[src/rtl/mips_dmem_adapter.sv]
// mips_dmem_adapter: bridges the MIPS MEM stage to a single-beat 32-bit bus master.
// Handles byte/half/word lane steering, write-data replication, read extraction
// with sign/zero extension and a bus-ack timeout.
// Optional feature: define MEM_ALIGN_CHECK_EN to trap misaligned half/word accesses.
module mips_dmem_adapter #(
    parameter int TIMEOUT_CYCLES = 255
) (
    input  logic        clk,
    input  logic        rst_n,
    input  logic        mem_ren,
    input  logic        mem_wen,
    input  logic [1:0]  mem_type,
    input  logic        mem_ext,
    input  logic [31:0] mem_addr,
    input  logic [31:0] mem_dout,
    output logic [31:0] mem_din,
    output logic        mem_stall,
    output logic        mem_unalign,
    output logic        mem_timeout,
    output logic        bus_cyc,
    output logic        bus_stb,
    output logic        bus_we,
    output logic [3:0]  bus_sel,
    output logic [31:0] bus_addr,
    output logic [31:0] bus_dout,
    input  logic [31:0] bus_din,
    input  logic        bus_ack
);

    typedef enum logic [1:0] {IDLE, REQ, DONE} state_t;

    state_t      r_state;
    state_t      w_next;
    logic [15:0] r_count;
    logic        r_timeout;
    logic [31:0] r_din;
    logic        r_bus_we;
    logic [3:0]  r_bus_sel;
    logic [31:0] r_bus_addr;
    logic [31:0] r_bus_dout;
    logic [1:0]  r_type;
    logic        r_ext;
    logic [1:0]  r_lane;

    logic        w_req;
    logic        w_misalign;
    logic        w_timeout_hit;
    logic        w_stall;
    logic [3:0]  w_sel;
    logic [31:0] w_wdata;
    logic [31:0] w_rdata;
    logic [15:0] w_half;
    logic [7:0]  w_byte;

    assign w_req         = mem_ren | mem_wen;
    assign w_timeout_hit = (r_count == 16'(TIMEOUT_CYCLES - 1));

`ifdef MEM_ALIGN_CHECK_EN
    assign w_misalign = ((mem_type == 2'b01) && mem_addr[0]) ||
                        (((mem_type == 2'b00) || (mem_type == 2'b11)) && (mem_addr[1:0] != 2'b00));
`else
    assign w_misalign = 1'b0;
`endif

    // Byte-lane enables and replicated write data for the requested access size
    always_comb begin
        w_sel   = 4'b1111;
        w_wdata = mem_dout;
        case (mem_type)
            2'b01: begin
                w_sel   = mem_addr[1] ? 4'b1100 : 4'b0011;
                w_wdata = {2{mem_dout[15:0]}};
            end
            2'b10: begin
                w_sel   = 4'b0001 << mem_addr[1:0];
                w_wdata = {4{mem_dout[7:0]}};
            end
            default: begin
            end
        endcase
    end

    // Pick the addressed lane out of the bus word and right-align/extend it
    always_comb begin
        w_rdata = bus_din;
        w_half  = r_lane[1] ? bus_din[31:16] : bus_din[15:0];
        w_byte  = bus_din[{r_lane, 3'b000} +: 8];
        case (r_type)
            2'b01:   w_rdata = {{16{r_ext & w_half[15]}}, w_half};
            2'b10:   w_rdata = {{24{r_ext & w_byte[7]}}, w_byte};
            default: w_rdata = bus_din;
        endcase
    end

    // State register
    always_ff @(posedge clk or negedge rst_n) begin
        if (!rst_n) r_state <= IDLE;
        else        r_state <= w_next;
    end

    // Next-state and stall decode
    always_comb begin
        w_next  = r_state;
        w_stall = 1'b0;
        case (r_state)
            IDLE: begin
                if (w_req) begin
                    w_stall = 1'b1;
                    w_next  = w_misalign ? DONE : REQ;
                end
            end
            REQ: begin
                w_stall = 1'b1;
                if (bus_ack || w_timeout_hit) w_next = DONE;
            end
            DONE:    w_next = IDLE;
            default: w_next = IDLE;
        endcase
    end

    // Latch the bus request on entry to REQ, then capture data or time out
    always_ff @(posedge clk or negedge rst_n) begin
        if (!rst_n) begin
            r_count    <= '0;
            r_timeout  <= 1'b0;
            r_din      <= '0;
            r_bus_we   <= 1'b0;
            r_bus_sel  <= '0;
            r_bus_addr <= '0;
            r_bus_dout <= '0;
            r_type     <= '0;
            r_ext      <= 1'b0;
            r_lane     <= '0;
        end else begin
            r_timeout <= 1'b0;
            case (r_state)
                IDLE: begin
                    if (w_req && w_misalign) begin
                        r_din <= '0;
                    end else if (w_req) begin
                        r_bus_addr <= {mem_addr[31:2], 2'b00};
                        r_bus_we   <= mem_wen;
                        r_bus_sel  <= w_sel;
                        r_bus_dout <= w_wdata;
                        r_type     <= mem_type;
                        r_ext      <= mem_ext;
                        r_lane     <= mem_addr[1:0];
                        r_count    <= '0;
                    end
                end
                REQ: begin
                    if (bus_ack) begin
                        r_din <= w_rdata;
                    end else if (w_timeout_hit) begin
                        r_din     <= '0;
                        r_timeout <= 1'b1;
                    end else begin
                        r_count <= r_count + 16'd1;
                    end
                end
                default: begin
                end
            endcase
        end
    end

`ifdef MEM_ALIGN_CHECK_EN
    logic r_unalign;

    // Raise the misalignment exception for the DONE cycle that follows the request
    always_ff @(posedge clk or negedge rst_n) begin
        if (!rst_n) r_unalign <= 1'b0;
        else        r_unalign <= (r_state == IDLE) && w_req && w_misalign;
    end

    assign mem_unalign = r_unalign;
`else
    assign mem_unalign = 1'b0;
`endif

    assign mem_stall   = rst_n & w_stall;
    assign mem_timeout = r_timeout;
    assign mem_din     = r_din;
    assign bus_cyc     = (r_state == REQ);
    assign bus_stb     = (r_state == REQ);
    assign bus_we      = r_bus_we;
    assign bus_sel     = r_bus_sel;
    assign bus_addr    = r_bus_addr;
    assign bus_dout    = r_bus_dout;

endmodule

[config.mk]
export PLATFORM = sky130hd
export DESIGN_NAME = mips_dmem_adapter
export DESIGN_NICKNAME = d
export VERILOG_FILES = /design/src/rtl/mips_dmem_adapter.sv
export SDC_FILE = /design/constraint.sdc
export NUM_CORES = 1
export LEC_CHECK = 0
export ABC_AREA = 0
export CORE_AREA = 5 5 91 157
export DETAILED_ROUTE_END_ITERATION = 7
export DIE_AREA = 0 0 96 162
export GPL_TIMING_DRIVEN = 0
export PLACE_DENSITY = 0.8
export SYNTH_ARGS = -nofsm -noshare
export SYNTH_HDL_FRONTEND = slang
export SYNTH_SLANG_ARGS = --single-unit
export TNS_END_PERCENT = 30
[constraint.sdc]
create_clock -name clk -period 2.6 [get_ports clk]
set_input_delay 0.52 -clock clk [delete_from_list [all_inputs] [get_ports clk]]
set_output_delay 0.52 -clock clk [all_outputs]
set_load 0.02 [all_outputs]
==> reports/metrics.csv <==
stage,metric,value,unit
status,status,completed,
pwr,switching part of the total power,39.23,%
global_routing,GR Overflow Total,0,
die,Cell Rows,55,
synthesis,Gate Count Post-Synth,599,
clock_network,Worst-Skew Late Latency,410,ps
final_layout,post-route cell area,8636,sq um
synthesis,Yosys top cell area share,54.24,%
placement,pre-CTS WS,-295.1,ps
clock_network,Worst-path clk slew,50,ps
die,core area,12800,sq um
sta,Hold Fails Final Rpt,0,
worst_setup_path,startpoint types,primary input,
die,die area,15550,sq um
final_layout,most frequent cells in the layout,"205 x clkdlybuf4s50_1, 163 x nand2_1, 123 x dfrtp_1",
final_layout,layout cells sized above 1,6.079,%
worst_setup_path,Crit Path Category,in -> out,
sta,final worst-path cycle share,97.01,%
pwr,register share of total power,29.1,%
global_routing,largest net degree at the start of global routing,65,
worst_setup_path,worst setup path startpoint,mem_wen,
clock_network,clock tree buffer depth,2,
placement,Routability Congestion,0.9428,
synthesis,prevailing post-synth register cell,dfrtp_1,
clock_network,CTS buffer count,17,
sta,Slew @ Worst Pin,665.0,ps
routing,DRC,0,
clock_network,root buffer cell,clkbuf_16,
sta,fin. max-slew vios,0,
worst_setup_path,worst-path fanout max,4,
placement,Post-DP Area,7986,sq um
synthesis,sequential fraction of the synthesis area,54.24,%
pwr,pwr/cell area,1267,nW/um^2
clock_network,number of post-CTS setup repair buffers,0,
clock_network,TritonCTS clock tree,built,
pwr,clock share of power,23.1,%
synthesis,Mapped Area,5674,sq um
final_layout,Final Net Count,937,
worst_hold_path,worst min path class,in -> async,
sta,top achievable clock speed,0.3965,GHz
global_routing,total track usage,24.66,%
routing,total wire length,18980,microns
routing,DR vias,5499,
pwr,peak supply drop,0.0007208,V
global_routing,number of global-route vias before repair,5780,
routing,total iterations of the first detailed-routing run,5,
final_layout,Filler Cell Count,1033,
synthesis,Post-synth EDFFs,0,
clock_network,hold_buf cts,0,
pwr,Design Power,10.94,mW
synthesis,Synth area leader,dfrtp_1,
sta,minimum clock period,2522,ps
worst_setup_path,"Arr. time, crit path",2000,ps
final_layout,Antenna Cells,0,
synthesis,Yosys Warn Count,0,
final_layout,"commonest non-fill, non-tap cell in the layout",clkdlybuf4s50_1,
sta,Worst slew margin,55.50,%
sta,Sum Neg Setup Slack,0,ps
final_layout,multi-input logic area,2387,sq um
synthesis,"FFs w/ async S/R, synth",100.0,%
pwr,Logic pwr share,47.8,%
placement,Port Buffers,206,
sta,# setup viols final,0,
die,die height,162,microns
worst_setup_path,CP Capture Type,output port,
pwr,Pint,6.647,mW
synthesis,Mapped Avg Cell Area,9.473,sq um
routing,initial drt markers,302,
synthesis,Synth Register Bits,123,
clock_network,CTS H-tree depth,4,
pwr,switching power,4.290,mW
synthesis,ranking of synthesized cells by area,"dfrtp_1 54%, nand2_1 11%, a221o_1 5.5%",
routing,DRT antenna net count,0,
worst_setup_path,Worst EP required,2080,ps
sta,Worst Clk Skew,9.581,ps
synthesis,synth unique cells,50,
clock_network,clk sinks,123,
run,max-cap check violation count,0,
final_layout,synthesis-to-layout area growth,52.19,%
worst_setup_path,worst reg2reg startpoint,r_type[0],
sta,fin worst setup slack,77.74,ps
final_layout,register area,3078,sq um
die,die width,96,microns
routing,Via density,5.445,
global_routing,first-pass GRT wire length,29650,microns
die,IO Count,210,
pwr,LEAKAGE,3.752,nW
placement,post-DP HPWL,14320,microns
global_routing,initial antenna violation count,0,
die,starting density of the core,44.33,%
routing,WL/cell,18.79,microns
==> kinds of logic (layout without fill, tap and decap cells) <==
kind of cell	count (synthesis)	after routing	share of synthesized area [%]
flops	123	123	54.24
fa+ha+maj	6	6	1.323
xor+xnor	1	1	0.1544
mux	12	12	2.337
buf+inv	57	295	4.101
other cells	1	3	0.06609
compound gates	144	144	18.85
simple gates	255	255	18.92
==> worst paths after layout <==
kind	depth (start not counted)	slack, ps	to
setup / recovery	4	80	mem_stall
hold / removal	1	100	bus_we
setup reg to reg	8	180	mem_din[27]
hold reg to reg	2	470	bus_sel[1]
max in group asynchronous	2	1810	r_type[1]
min in group clk	2	470	bus_sel[1]
==> power groups by stage <==
stage	clock network (mW)	logic, mW	registers (mW)
after CTS	2.55	5.25	3.18
after global routing	2.64	5.63	3.29
final	2.53	5.23	3.19
after floorplan	0	1.91	4.04
after detailed placement	0	5.21	3.20
after global placement	0	5.08	3.16
==> synth_stat cells, types with 4 or more instances <==
library cell and instances:
nand4_1 6, o21ai_0 4, clkbuf_1 31, buf_1 8, nand2_1 163, a221oi_1 8
a221o_1 31, or4_1 4, o211ai_1 13, buf_4 4, nor2_1 56, dfrtp_1 123
inv_1 9, mux2_1 4, a22o_1 10, mux2_2 6, a22oi_1 8, o21ai_1 13
a21oi_1 32, o21a_1 9, o31ai_1 7, ha_1 6
==> repair_timing <==
action	4_1_cts	5_1_grt
resized for setup	1	3
pin swaps	0	0
endpoints found under the setup margin	1	15
==> metrics by stage <==
| step | util (%) | hold slack, ps | cells |
|---|---|---|---|
| 3_3_place_gp | 62.17 | 459.0 | 978 |
| 2_1_floorplan | - | 224.4 | 601 |
| 4_1_cts | 67.34 | 118.8 | 1010 |
| 3_5_place_dp | 62.39 | 460.8 | 979 |
| 5_1_grt | 67.47 | 146.5 | 1010 |
| 6_report | 67.47 | 100.6 | 1010 |
==> registers in the layout, indices dropped and copies added, names as in the netlist <==
name         count
bus_sel          4
r_type           2
r_state          2
r_lane           2
mem_timeout      1
mem_din         32
r_ext            1
bus_we           1
bus_addr        30
bus_dout        32
r_count         16
==> metal layers <==
layer  up-vias  wire length, microns  global-route usage (%)
li1       2551                     -                       -
met1      2633                  6259                   24.89
met2       268                 10260                   44.26
met3        47                  1646                   7.322
met4         0                   809                   12.63
met5         -                     0                       0
==> worst max-delay path: stages <==
cell and delay, ps:
clkdlybuf4s50_1 530, nor3_1 70, nor3b_1 210, clkdlybuf4s50_1 670
==> final cells by class <==
class	count	area share, %
tap	171	2.478
sequential	123	35.64
timing repair buffer	207	24.24
multi-input combinational	421	27.64
inverter	11	0.4781
buffer	46	2.217
clock inverter	13	2.217
clock buffer	18	5.085
Power figures use the tool's default switching activity.
